## config.mk

```make
export PLATFORM = sky130hd
export DESIGN_NAME = instr_fetch
export DESIGN_NICKNAME = d
export VERILOG_FILES = /design/src/rtl/instr_fetch.sv
export SDC_FILE = /design/constraint.sdc
export NUM_CORES = 1
export LEC_CHECK = 0
export ABC_AREA = 0
export BUFFER_PORTS_ARGS = -buffer_cell sky130_fd_sc_hd__buf_2
export CORE_MARGIN = 2
export CORE_UTILIZATION = 40
export DETAILED_ROUTE_END_ITERATION = 10
export HOLD_SLACK_MARGIN = 0.06
export PLACE_DENSITY_LB_ADDON = 0.15
export SYNTH_ARGS = -nofsm -noshare
export SYNTH_HDL_FRONTEND = slang
export SYNTH_SLANG_ARGS = --single-unit
```

## constraint.sdc

```tcl
create_clock -name clk -period 2.75 [get_ports clk]
set_input_delay 0.55 -clock clk [delete_from_list [all_inputs] [get_ports clk]]
set_output_delay 0.55 -clock clk [all_outputs]
set_load 0.01 [all_outputs]
```

## src/rtl/instr_fetch.sv

```systemverilog
// instr_fetch: byte-wide instruction fetch sequencer with 1/2-byte decode and decode handshake.
// Define FETCH_IRQ_EN to enable interrupt entry (INT_VEC, irq_ack, ret_pc capture).
module instr_fetch (
    input  logic       clk,
    input  logic       rst,
    input  logic [7:0] pc_in,
    input  logic [7:0] mem_rdata,
    output logic [7:0] mem_addr,
    output logic       pc_write,
    output logic       load_vector,
    input  logic       irq,
    output logic       irq_ack,
    output logic [7:0] ret_pc,
    input  logic       redirect,
    output logic [7:0] ir_out,
    output logic [7:0] imm_out,
    output logic       ir_valid,
    input  logic       ir_ready
);
    // state     | meaning
    // RST_VEC   | load PC from vector 0x00, one cycle after reset
    // FETCH     | fetch opcode at pc_in, instruction boundary (irq sampled here)
    // FETCH_OP2 | fetch immediate byte of a 2-byte instruction
    // HOLD      | instruction presented to decode until ir_ready
    // INT_VEC   | load PC from vector 0x01, acknowledge interrupt
    localparam logic [2:0] S_RST_VEC   = 3'd0;
    localparam logic [2:0] S_FETCH     = 3'd1;
    localparam logic [2:0] S_FETCH_OP2 = 3'd2;
    localparam logic [2:0] S_HOLD      = 3'd3;

    logic [2:0] r_state;
    logic [2:0] w_state_nxt;
    logic [7:0] r_ir;
    logic [7:0] r_imm;
    logic       w_irq_take;
    logic       w_two_byte;

    assign w_two_byte = (mem_rdata[7:4] == 4'hC);

`ifdef FETCH_IRQ_EN
    localparam logic [2:0] S_INT_VEC = 3'd4;
    logic [7:0] r_ret_pc;

    assign w_irq_take = (r_state == S_FETCH) && irq && !redirect;

    always_ff @(posedge clk or posedge rst) begin
        if (rst)
            r_ret_pc <= 8'h00;
        else if (w_irq_take)
            r_ret_pc <= pc_in;
    end

    assign ret_pc = r_ret_pc;
`else
    // Interrupts compiled out: irq is deliberately ignored.
    assign w_irq_take = irq & 1'b0;
    assign ret_pc     = 8'h00;
`endif

    always_comb begin
        mem_addr    = pc_in;
        pc_write    = 1'b0;
        load_vector = 1'b0;
        irq_ack     = 1'b0;
        ir_valid    = 1'b0;
        w_state_nxt = r_state;
        case (r_state)
            S_RST_VEC: begin
                mem_addr    = 8'h00;
                pc_write    = 1'b1;
                load_vector = 1'b1;
                w_state_nxt = S_FETCH;
            end
            S_FETCH: begin
                if (redirect) begin
                    w_state_nxt = S_FETCH;
                end else if (w_irq_take) begin
`ifdef FETCH_IRQ_EN
                    w_state_nxt = S_INT_VEC;
`else
                    w_state_nxt = S_FETCH;
`endif
                end else begin
                    pc_write    = 1'b1;
                    w_state_nxt = w_two_byte ? S_FETCH_OP2 : S_HOLD;
                end
            end
            S_FETCH_OP2: begin
                if (redirect) begin
                    w_state_nxt = S_FETCH;
                end else begin
                    pc_write    = 1'b1;
                    w_state_nxt = S_HOLD;
                end
            end
            S_HOLD: begin
                if (redirect) begin
                    w_state_nxt = S_FETCH;
                end else begin
                    ir_valid = 1'b1;
                    if (ir_ready)
                        w_state_nxt = S_FETCH;
                end
            end
`ifdef FETCH_IRQ_EN
            S_INT_VEC: begin
                mem_addr    = 8'h01;
                w_state_nxt = S_FETCH;
                if (!redirect) begin
                    pc_write    = 1'b1;
                    load_vector = 1'b1;
                    irq_ack     = 1'b1;
                end
            end
`endif
            default: w_state_nxt = S_FETCH;
        endcase
    end

    always_ff @(posedge clk or posedge rst) begin
        if (rst) begin
            r_state <= S_RST_VEC;
            r_ir    <= 8'h00;
            r_imm   <= 8'h00;
        end else begin
            r_state <= w_state_nxt;
            if (r_state == S_FETCH && pc_write)
                r_ir <= mem_rdata;
            if (r_state == S_FETCH_OP2 && pc_write)
                r_imm <= mem_rdata;
        end
    end

    assign ir_out  = r_ir;
    assign imm_out = r_imm;

endmodule

```

==> impl_metrics.yaml, run 1 <==
outcome:
  status: "finished, final reports clean"
placed_design:
  dpl.hpwl_um: 1424
  dp_cells: 149
  portBuffers: 46
  place_congestion: 0.6808
worst_setup_path:
  path_buf_inv: 2
  critPathTopFamily: "adder cells"
  slowest_stage: "ha_1"
  crit_fanout: 12
  end_kind: "output pin"
  crit_chain: "inv_1 -> ha_1 -> and2b_2 -> buf_2"
  critPathArrivalTime_ps: 1690
  path_class: "reg2out"
  regToRegSetupSlack_ps: 1000
  max_stage_delay_ps: 450
  crit_required_ps: 2200
  cp-start-kind: "flop"
finish:
  fill_cells: 211
  multi_input_area_um2: 474.2
  diodes: 0
  ff_latch_area_um2: 450.4
  nets: 152
  syn_to_final_growth_pct: 24.27
  layout-drive-gt1-share: 0.6129
  layout.cells.non_filler: 152
cts:
  cts.clk_slew.worst_paths_ps: 90
  cts_tree: "built"
  ctsHoldBuffers: 0
  cts_buffers: 3
  cts_max_path_buffers: 2
  clockRootBuffer: "clkbuf_4"
  cts_resized: 0
  insertion_delay_ps: 280
  cts.htree.levels: 1
  clkSinkCount: 18
  cts_setup_buffers: 0
detailed_routing:
  first_pass_iters: 1
  vias_per_cell: 4.434
  drc: 0
  wl_per_cell_um: 11.45
  vias: 674
  ant_nets: 0
  drtIter0Drc: 0
  wirelength_um: 1741
global_route:
  grt_pass1_vias: 640
  grt.total_usage: 0.1314
  grt_overflow_total: 0
  grt_max_degree: 19
  grt_pass1_wl_um: 2704
  antenna_found_initial: 0
timing:
  setup_tns_ps: 0
  rsz0062_at_grt: "no"
  finalSetupViolCount: 0
  tightest_slew_ps: 652.8
  slew_headroom: 0.5643
  fin_crit_ps: 2238
  fin_skew_ps: 7.639
  fmax_ghz: 0.4468
  drv_slew: 0
  period_share: 0.8138
  hold_viol: 0
floorplanning:
  core_um2: 2276
  design.die.area_um2: 2875
  num_rows: 17
  ios: 57
  start_util: 0.4327
  die_h_um: 53.62
  die_w_um: 53.62
min_path:
  hp-class: "in2async"
power:
  max-vdd-ir-drop_uv: 571.6
  totalPowerFinal_mw: 1.231
  power_per_cell_area_nw_per_um2: 1006
  p_leak_nw: 0.6578
synthesis:
  synth_warnings: 0
  synth_top_area_frac: 0.4574
  seq_area_frac_synth: 0.4574
  syn_area_um2: 984.7
  synth_top_area_cell: "dfrtp_1"
  avgSynthCellArea_um2: 12.79
  ys_types: 18
  synth.area.top_cells: "dfrtp_1 46%, mux2_2 18%, and2b_2 7.1%, buf_4 6.9%, ha_1 6.4%"
  ys_ff_latch: 18
  synth_cells: 77
flow_run:
  cap_violations: 0
==> synth_stat cells <==
library cell,number
mux2_2,16
o21ai_4,2
and2b_1,2
conb_1,1
buf_4,9
ha_1,5
nor2_1,2
o21ai_0,3
nand4bb_1,1
and2b_2,8
buf_6,1
dfrtp_1,18
nor2b_1,1
nand2_1,1
a22oi_1,1
nor2b_4,1
inv_1,3
nor3b_1,2
==> through the flow <==
| stage | utilization | instance area (µm²) | setup WS, ps | hold WS [ps] |
|---|---|---|---|---|
| finish | 0.5377 | 1224 | 512.0 | 341.1 |
| global route | 0.5377 | 1224 | 378.3 | 385.8 |
| CTS | 0.5377 | 1224 | 477.7 | 354.3 |
| detailed placement | 0.5278 | 1201 | 806.4 | 488.7 |
| global placement | 0.5278 | 1201 | 859.7 | 481.2 |
| floorplan | - | 1015 | 1030 | 488.6 |
==> power breakdown <==
group          internal, mW  leakage, nW  switching [mW]
registers             0.395        0.218          0.0644
logic                 0.341        0.426           0.309
clock network        0.0508       0.0138          0.0710
==> sequential cells by signal (all words and copies together) (netlist names) <==
register / flops
imm_out: 8
ir_out: 8
r_state: 2
==> cell usage in the layout, fill, tap and decap left out <==
master / count
o21ai_0: 3
nor3b_1: 2
ha_1: 5
a22oi_1: 1
nor2b_4: 1
dfrtp_1: 18
nand4bb_1: 1
and2b_1: 2
and2b_2: 8
buf_2: 46
inv_1: 3
conb_1: 9
mux2_2: 16
o21ai_4: 2
nor2b_1: 1
nor2_1: 2
clkbuf_4: 3
nand2_1: 1
==> per-layer routing <==
layer / GRT usage / up-vias / part of all wire
met4: 0.02564 / 0 / 0
met1: 0.1676 / 311 / 0.43
met2: 0.2263 / 26 / 0.51
li1: - / 337 / -
met3: 0.03333 / 0 / 0.057
met5: 0 / - / 0
==> logic make-up (layout without fill, tap and decap cells) <==
group | Yosys count | in the layout | share of synthesized area
buffers and inverters | 13 | 52 | 0.09148
multiplexers | 16 | 16 | 0.1830
flip-flops | 18 | 18 | 0.4574
AND/OR/NAND/NOR | 18 | 18 | 0.1448
AO/OA/AOI/OAI | 6 | 6 | 0.05591
other | 1 | 9 | 0.003808
adder cells (fa/ha/maj) | 5 | 5 | 0.06353
==> layout make-up <==
type                            count  share of cell area
Sequential cell                    18              0.3681
Tap cell                           28             0.02863
Inverter                            3            0.009202
Clock buffer                        3             0.01840
Multi-Input combinational cell     54              0.3875
Timing Repair Buffer               46              0.1881
==> final timing paths <==
kind	depth (start not counted)	from	to
min reg2reg	1	ir_out[2]$_DFFE_PP0P_	ir_out[2]$_DFFE_PP0P_
max in group asynchronous	2	rst	imm_out[2]$_DFFE_PP0P_
max	4	r_state[0]$_DFFE_PP0P_	mem_addr[7]
min in group clk	1	ir_out[2]$_DFFE_PP0P_	ir_out[2]$_DFFE_PP0P_
max reg2reg	5	r_state[0]$_DFFE_PP0P_	imm_out[3]$_DFFE_PP0P_
min	2	rst	ir_out[5]$_DFFE_PP0P_
Note: power is estimated with default switching activity, not from simulation.
==> inputs of run 2 (changes only) <==
- ABC_AREA: 0 -> 1
- clock period: 2.75 -> 2.25 ns (I/O delays scaled with it)
==> run 2 against run 1 <==
Register-to-register slack got worse by 470 ps. Clock skew fell by 0.59 ps. Critical path depth grew 3. Worst hold slack worse by 97 ps. Sequential share of layout area down 2.2 points. Global-route usage increased by 2.3 points. Non-clock buffer count rose by 2. First-iteration DRC count rose by 39. Clock power grew 60%. Combinational power up 51%. Count of clock-buffer cells in the layout increased by 1. Sequential power grew 24%. Largest cell class unchanged.
==> impl_metrics.yaml, run 2 <==
floorplanning:
  core_um2: 2500
  die_h_um: 55.38
  die_w_um: 55.38
  design.die.area_um2: 3067
  num_rows: 18
  ios: 57
  start_util: 0.4224
worst_setup_path:
  cp-start-kind: "flop"
  crit_fanout: 5
  end_kind: "output pin"
  critPathArrivalTime_ps: 1620
  path_class: "reg2out"
  crit_required_ps: 1800
cts:
  clkSinkCount: 18
  cts_buffers: 3
  cts_resized: 0
  cts.clk_slew.worst_paths_ps: 110
  cts_max_path_buffers: 2
  insertion_delay_ps: 290
  ctsHoldBuffers: 0
  clockRootBuffer: "clkbuf_4"
  cts.htree.levels: 1
  cts_tree: "built"
  cts_setup_buffers: 1
detailed_routing:
  ant_nets: 0
  wirelength_um: 2260
  drc: 0
  wl_per_cell_um: 10.97
  vias: 967
  first_pass_iters: 4
  drtIter0Drc: 39
  vias_per_cell: 4.694
timing:
  slew_headroom: 0.5458
  rsz0062_at_grt: "no"
  finalSetupViolCount: 0
  tightest_slew_ps: 680.5
  drv_slew: 0
  fmax_ghz: 0.4842
  setup_tns_ps: 0
  fin_crit_ps: 2065
  hold_viol: 0
  fin_skew_ps: 7.046
  period_share: 0.9179
synthesis:
  synthArstFlopShare: 1.000
  seq_area_frac_synth: 0.4265
  synth.area.top_cells: "dfrtp_1 43%, nand2_1 13%, nand4_1 9.5%, buf_4 6.4%, ha_1 5.9%"
  synth_warnings: 0
  synth_top_area_cell: "dfrtp_1"
  synth_top_area_frac: 0.4265
  synth.most_common_cell: "nand2_1"
  synth_common_cells: "36 x nand2_1, 18 x dfrtp_1, 16 x nand4_1, 14 x inv_1, 14 x nor2_1"
  syn_area_um2: 1056
  synth_cells: 130
  synth_flop_cell: "dfrtp_1"
  synth_edf_count: 0
  ys_types: 17
  ys_ff_latch: 18
  avgSynthCellArea_um2: 8.123
global_route:
  antenna_found_initial: 0
  grt_overflow_total: 0
  grt_pass1_wl_um: 3801
  grt.total_usage: 0.1544
  grt_pass1_vias: 907
  grt_max_degree: 19
finish:
  layout.core_utilization: 0.5210
  fill_cells: 262
  mostFrequentLayoutCell: "buf_2"
  syn_to_final_growth_pct: 23.34
  final_cell_mix: "46 x buf_2, 36 x nand2_1, 18 x dfrtp_1"
  nets: 203
  layout-drive-gt1-share: 0.3352
  diodes: 0
placed_design:
  dpl.hpwl_um: 1798
  place_congestion: 0.8191
  portBuffers: 46
min_path:
  hp-class: "in2async"
flow_run:
  cap_violations: 0
power:
  p_leak_nw: 0.7980
  max-vdd-ir-drop_uv: 766.5
  power_per_cell_area_nw_per_um2: 1338
  totalPowerFinal_mw: 1.743
outcome:
  status: "finished, final reports clean"
[run 2: cell count changes after synthesis, sizes merged, moves of 3 or more]
cell / before / now
nand2: 1 / 36
mux2: 16 / 0
nand4: 0 / 16
inv: 3 / 18
nor2: 2 / 14
and2b: 10 / 0
buf: 10 / 14
o21ai: 5 / 1
nand3: 0 / 3
[run 2: cell families (layout without fill, tap and decap cells)]
group | after synthesis | in the layout | synth area share
buffers and inverters | 32 | 70 | 0.1611
other | 1 | 9 | 0.003551
flip-flops | 18 | 18 | 0.4265
adder cells (fa/ha/maj) | 5 | 5 | 0.05924
AND/OR/NAND/NOR | 69 | 69 | 0.3104
AO/OA/AOI/OAI | 5 | 5 | 0.03910
[run 2: final cells by class]
cell class	instances	area, µm²	area share
clock buffer	4	36.28	0.02786
inverter	18	67.56	0.05187
multi-input combinational	88	465.4	0.3573
sequential	18	450.4	0.3458
tap	30	37.54	0.02882
timing repair buffer	48	245.2	0.1883
[run 2: worst paths after layout]
| kind | cells past startpoint | startpoint | slack [ps] | endpoint |
|---|---|---|---|---|
| worst max-delay path | 7 | r_state[0]$_DFFE_PP0P_ | 180 | pc_write |
| worst min-delay path | 2 | rst | 240 | imm_out[1]$_DFFE_PP0P_ |
| worst max register to register | 8 | r_state[0]$_DFFE_PP0P_ | 530 | ir_out[1]$_DFFE_PP0P_ |
| worst min register to register | 2 | ir_out[3]$_DFFE_PP0P_ | 470 | ir_out[3]$_DFFE_PP0P_ |
| max in group asynchronous | 2 | rst | 1570 | ir_out[5]$_DFFE_PP0P_ |
| min in group clk | 3 | mem_rdata[3] | 420 | imm_out[3]$_DFFE_PP0P_ |
[run 2: routing by layer]
metal,track usage,wire [µm],share of wire
met5,0,0,0
met4,0.06272,17,0.0075
met3,0.03747,169,0.075
met2,0.2602,1087,0.48
met1,0.1877,986,0.44
[run 2: critical path, stage by stage (launching register included)]
cell and delay [ps]:
dfrtp_1 440, inv_1 90, ha_1 320, inv_2 60
o21bai_4 150, inv_2 40, nor2_1 90, buf_2 140
[run 2: power breakdown]
part / leakage (nW) / switching [mW] / internal [mW]
clock: 0.0210 / 0.0967 / 0.0984
sequential: 0.226 / 0.0851 / 0.482
combinational: 0.552 / 0.606 / 0.374
[run 2: stage by stage]
stage                     worst slack [ps]  std cells  hold slack (ps)  area [µm²]
after floorplan                      372.5        138            388.6        1086
after global placement               289.6        201            451.6        1259
after detailed placement             236.6        201            453.1        1259
after CTS                            176.3        206            259.3        1303
after global routing                 60.65        206            286.6        1303
final                                184.7        206            244.5        1303
==> inputs of run 3 (changes only) <==
- CTS_BUF_LIST: not set -> sky130_fd_sc_hd__clkbuf_8 sky130_fd_sc_hd__clkbuf_16
==> run 3 against run 2 <==
Clock power rose by 34%. Critical path type unchanged. Total power grew 3.9%. Largest cell class unchanged. Count of clock-buffer cells in the layout stayed put.
==> impl_metrics.yaml, run 3 (synthesized netlist as in run 2, its figures left out) <==
power:
  seqPwrFrac: 0.314
  power_per_cell_area_nw_per_um2: 1371
  clkPwrFrac: 0.144
  p_sw_frac: 0.4405
  p_leak_nw: 0.8058
  p_int_mw: 1.013
  p_comb_frac: 0.542
  switchingPower_uw: 797.7
  max-vdd-ir-drop_uv: 845.0
worst_setup_path:
  end_kind: "output pin"
  cp-start-kind: "flop"
  worstSetupStartpoint: "r_state[0]$_DFFE_PP0P_"
  cp-endpoint: "pc_write"
  regToRegEndpoint: "ir_out[1]$_DFFE_PP0P_"
  worstRegToRegCells: 8
  crit_required_ps: 1800
  critPathArrivalTime_ps: 1560
  crit_fanout: 5
  regToRegSetupSlack_ps: 540
  r2r_start: "r_state[0]$_DFFE_PP0P_"
  path_class: "reg2out"
global_route:
  grt_max_degree: 19
  grt_pass1_wl_um: 3829
  grt_pass1_vias: 913
  grt.total_usage: 0.1554
  antenna_found_initial: 0
  grt_overflow_total: 0
cts:
  cts_max_path_buffers: 2
  cts.htree.levels: 1
  cts_buffers: 3
  cts.clk_slew.worst_paths_ps: 70
  clkSinkCount: 18
  cts_tree: "built"
  insertion_delay_ps: 250
  clockRootBuffer: "clkbuf_8"
timing:
  slew_headroom: 0.5463
  tightest_slew_ps: 679.8
  drv_slew: 0
  period_share: 0.8934
  fin_crit_ps: 2010
  finalSetupViolCount: 0
  hold_viol: 0
  fmax_ghz: 0.4975
  setup_tns_ps: 0
  fin_skew_ps: 1.790
  fin_ws_ps: 239.9
  rsz0062_at_grt: "no"
detailed_routing:
  drtIter0Drc: 36
  ant_nets: 0
  first_pass_iters: 7
  wl_per_cell_um: 11.13
  drc: 0
  wirelength_um: 2292
  vias_per_cell: 4.684
  vias: 965
placed_design:
  dp_cells: 201
  dpl_worst_slack_ps: 236.6
  dpl.hpwl_um: 1798
  portBuffers: 46
  place_congestion: 0.8191
floorplanning:
  design.die.area_um2: 3067
  core_um2: 2500
  start_util: 0.4224
  die_w_um: 55.38
  ios: 57
  die_h_um: 55.38
  num_rows: 18
finish:
  layout-drive-gt1-share: 0.3352
  layout.cells.non_filler: 206
  syn_to_final_growth_pct: 25.12
  nets: 203
  final_cell_mix: "46 x buf_2, 36 x nand2_1, 18 x dfrtp_1"
  diodes: 0
  mostFrequentLayoutCell: "buf_2"
outcome:
  status: "finished, final reports clean"
min_path:
  hp-class: "in2async"
flow_run:
  cap_violations: 0
run 3: stage by stage:
step / util / hold slack (ps) / power, mW / instance area, µm²
2_1_floorplan: - / 388.6 / 1.270 / 1086
3_3_place_gp: 0.5035 / 451.6 / 1.513 / 1259
3_5_place_dp: 0.5035 / 453.1 / 1.542 / 1259
4_1_cts: 0.5285 / 311.3 / 1.829 / 1321
5_1_grt: 0.5285 / 350.6 / 1.971 / 1321
6_report: 0.5285 / 292.4 / 1.811 / 1321
run 3: power groups by stage:
stage	combinational, mW	sequential, mW	clock, mW
3_3_place_gp	0.946	0.566	0
2_1_floorplan	0.629	0.641	0
4_1_cts	0.989	0.572	0.268
6_report	0.981	0.569	0.261
5_1_grt	1.10	0.593	0.283
3_5_place_dp	0.965	0.578	0
run 3: worst max-delay path: stages, from the launching register on:
cell and delay, ps:
dfrtp_1 430, inv_1 90, ha_1 320, inv_2 60
o21bai_4 150, inv_2 40, nor2_1 90, buf_2 140
run 3: worst min path at each step:
stage                                  end
global route        imm_out[1]$_DFFE_PP0P_
CTS                 imm_out[1]$_DFFE_PP0P_
global placement    imm_out[0]$_DFFE_PP0P_
finish              imm_out[1]$_DFFE_PP0P_
floorplan           imm_out[0]$_DFFE_PP0P_
detailed placement   ir_out[3]$_DFFE_PP0P_
run 3: timing repair:
item	in CTS	in global routing
buffers inserted	1	0
resized for setup	0	0
endpoints found under the setup margin	1	0
hold buffers	0	0
run 3: layer usage:
metal  share of wire  global-route usage  vias to the layer above
met2            0.48              0.2653                       40
met5               0                   0                        -
met3           0.071             0.03747                        2
li1                -                   -                      485
met1            0.44              0.1862                      438
met4          0.0070             0.06272                        0
run 3: cell type report:
| type | count | area, µm² |
|---|---|---|
| clock buffer | 4 | 55.05 |
| multi-input combinational | 88 | 465.4 |
| fill | 259 | 1179 |
| sequential | 18 | 450.4 |
| timing repair buffer | 48 | 245.2 |
| inverter | 18 | 67.56 |
| tap | 30 | 37.54 |
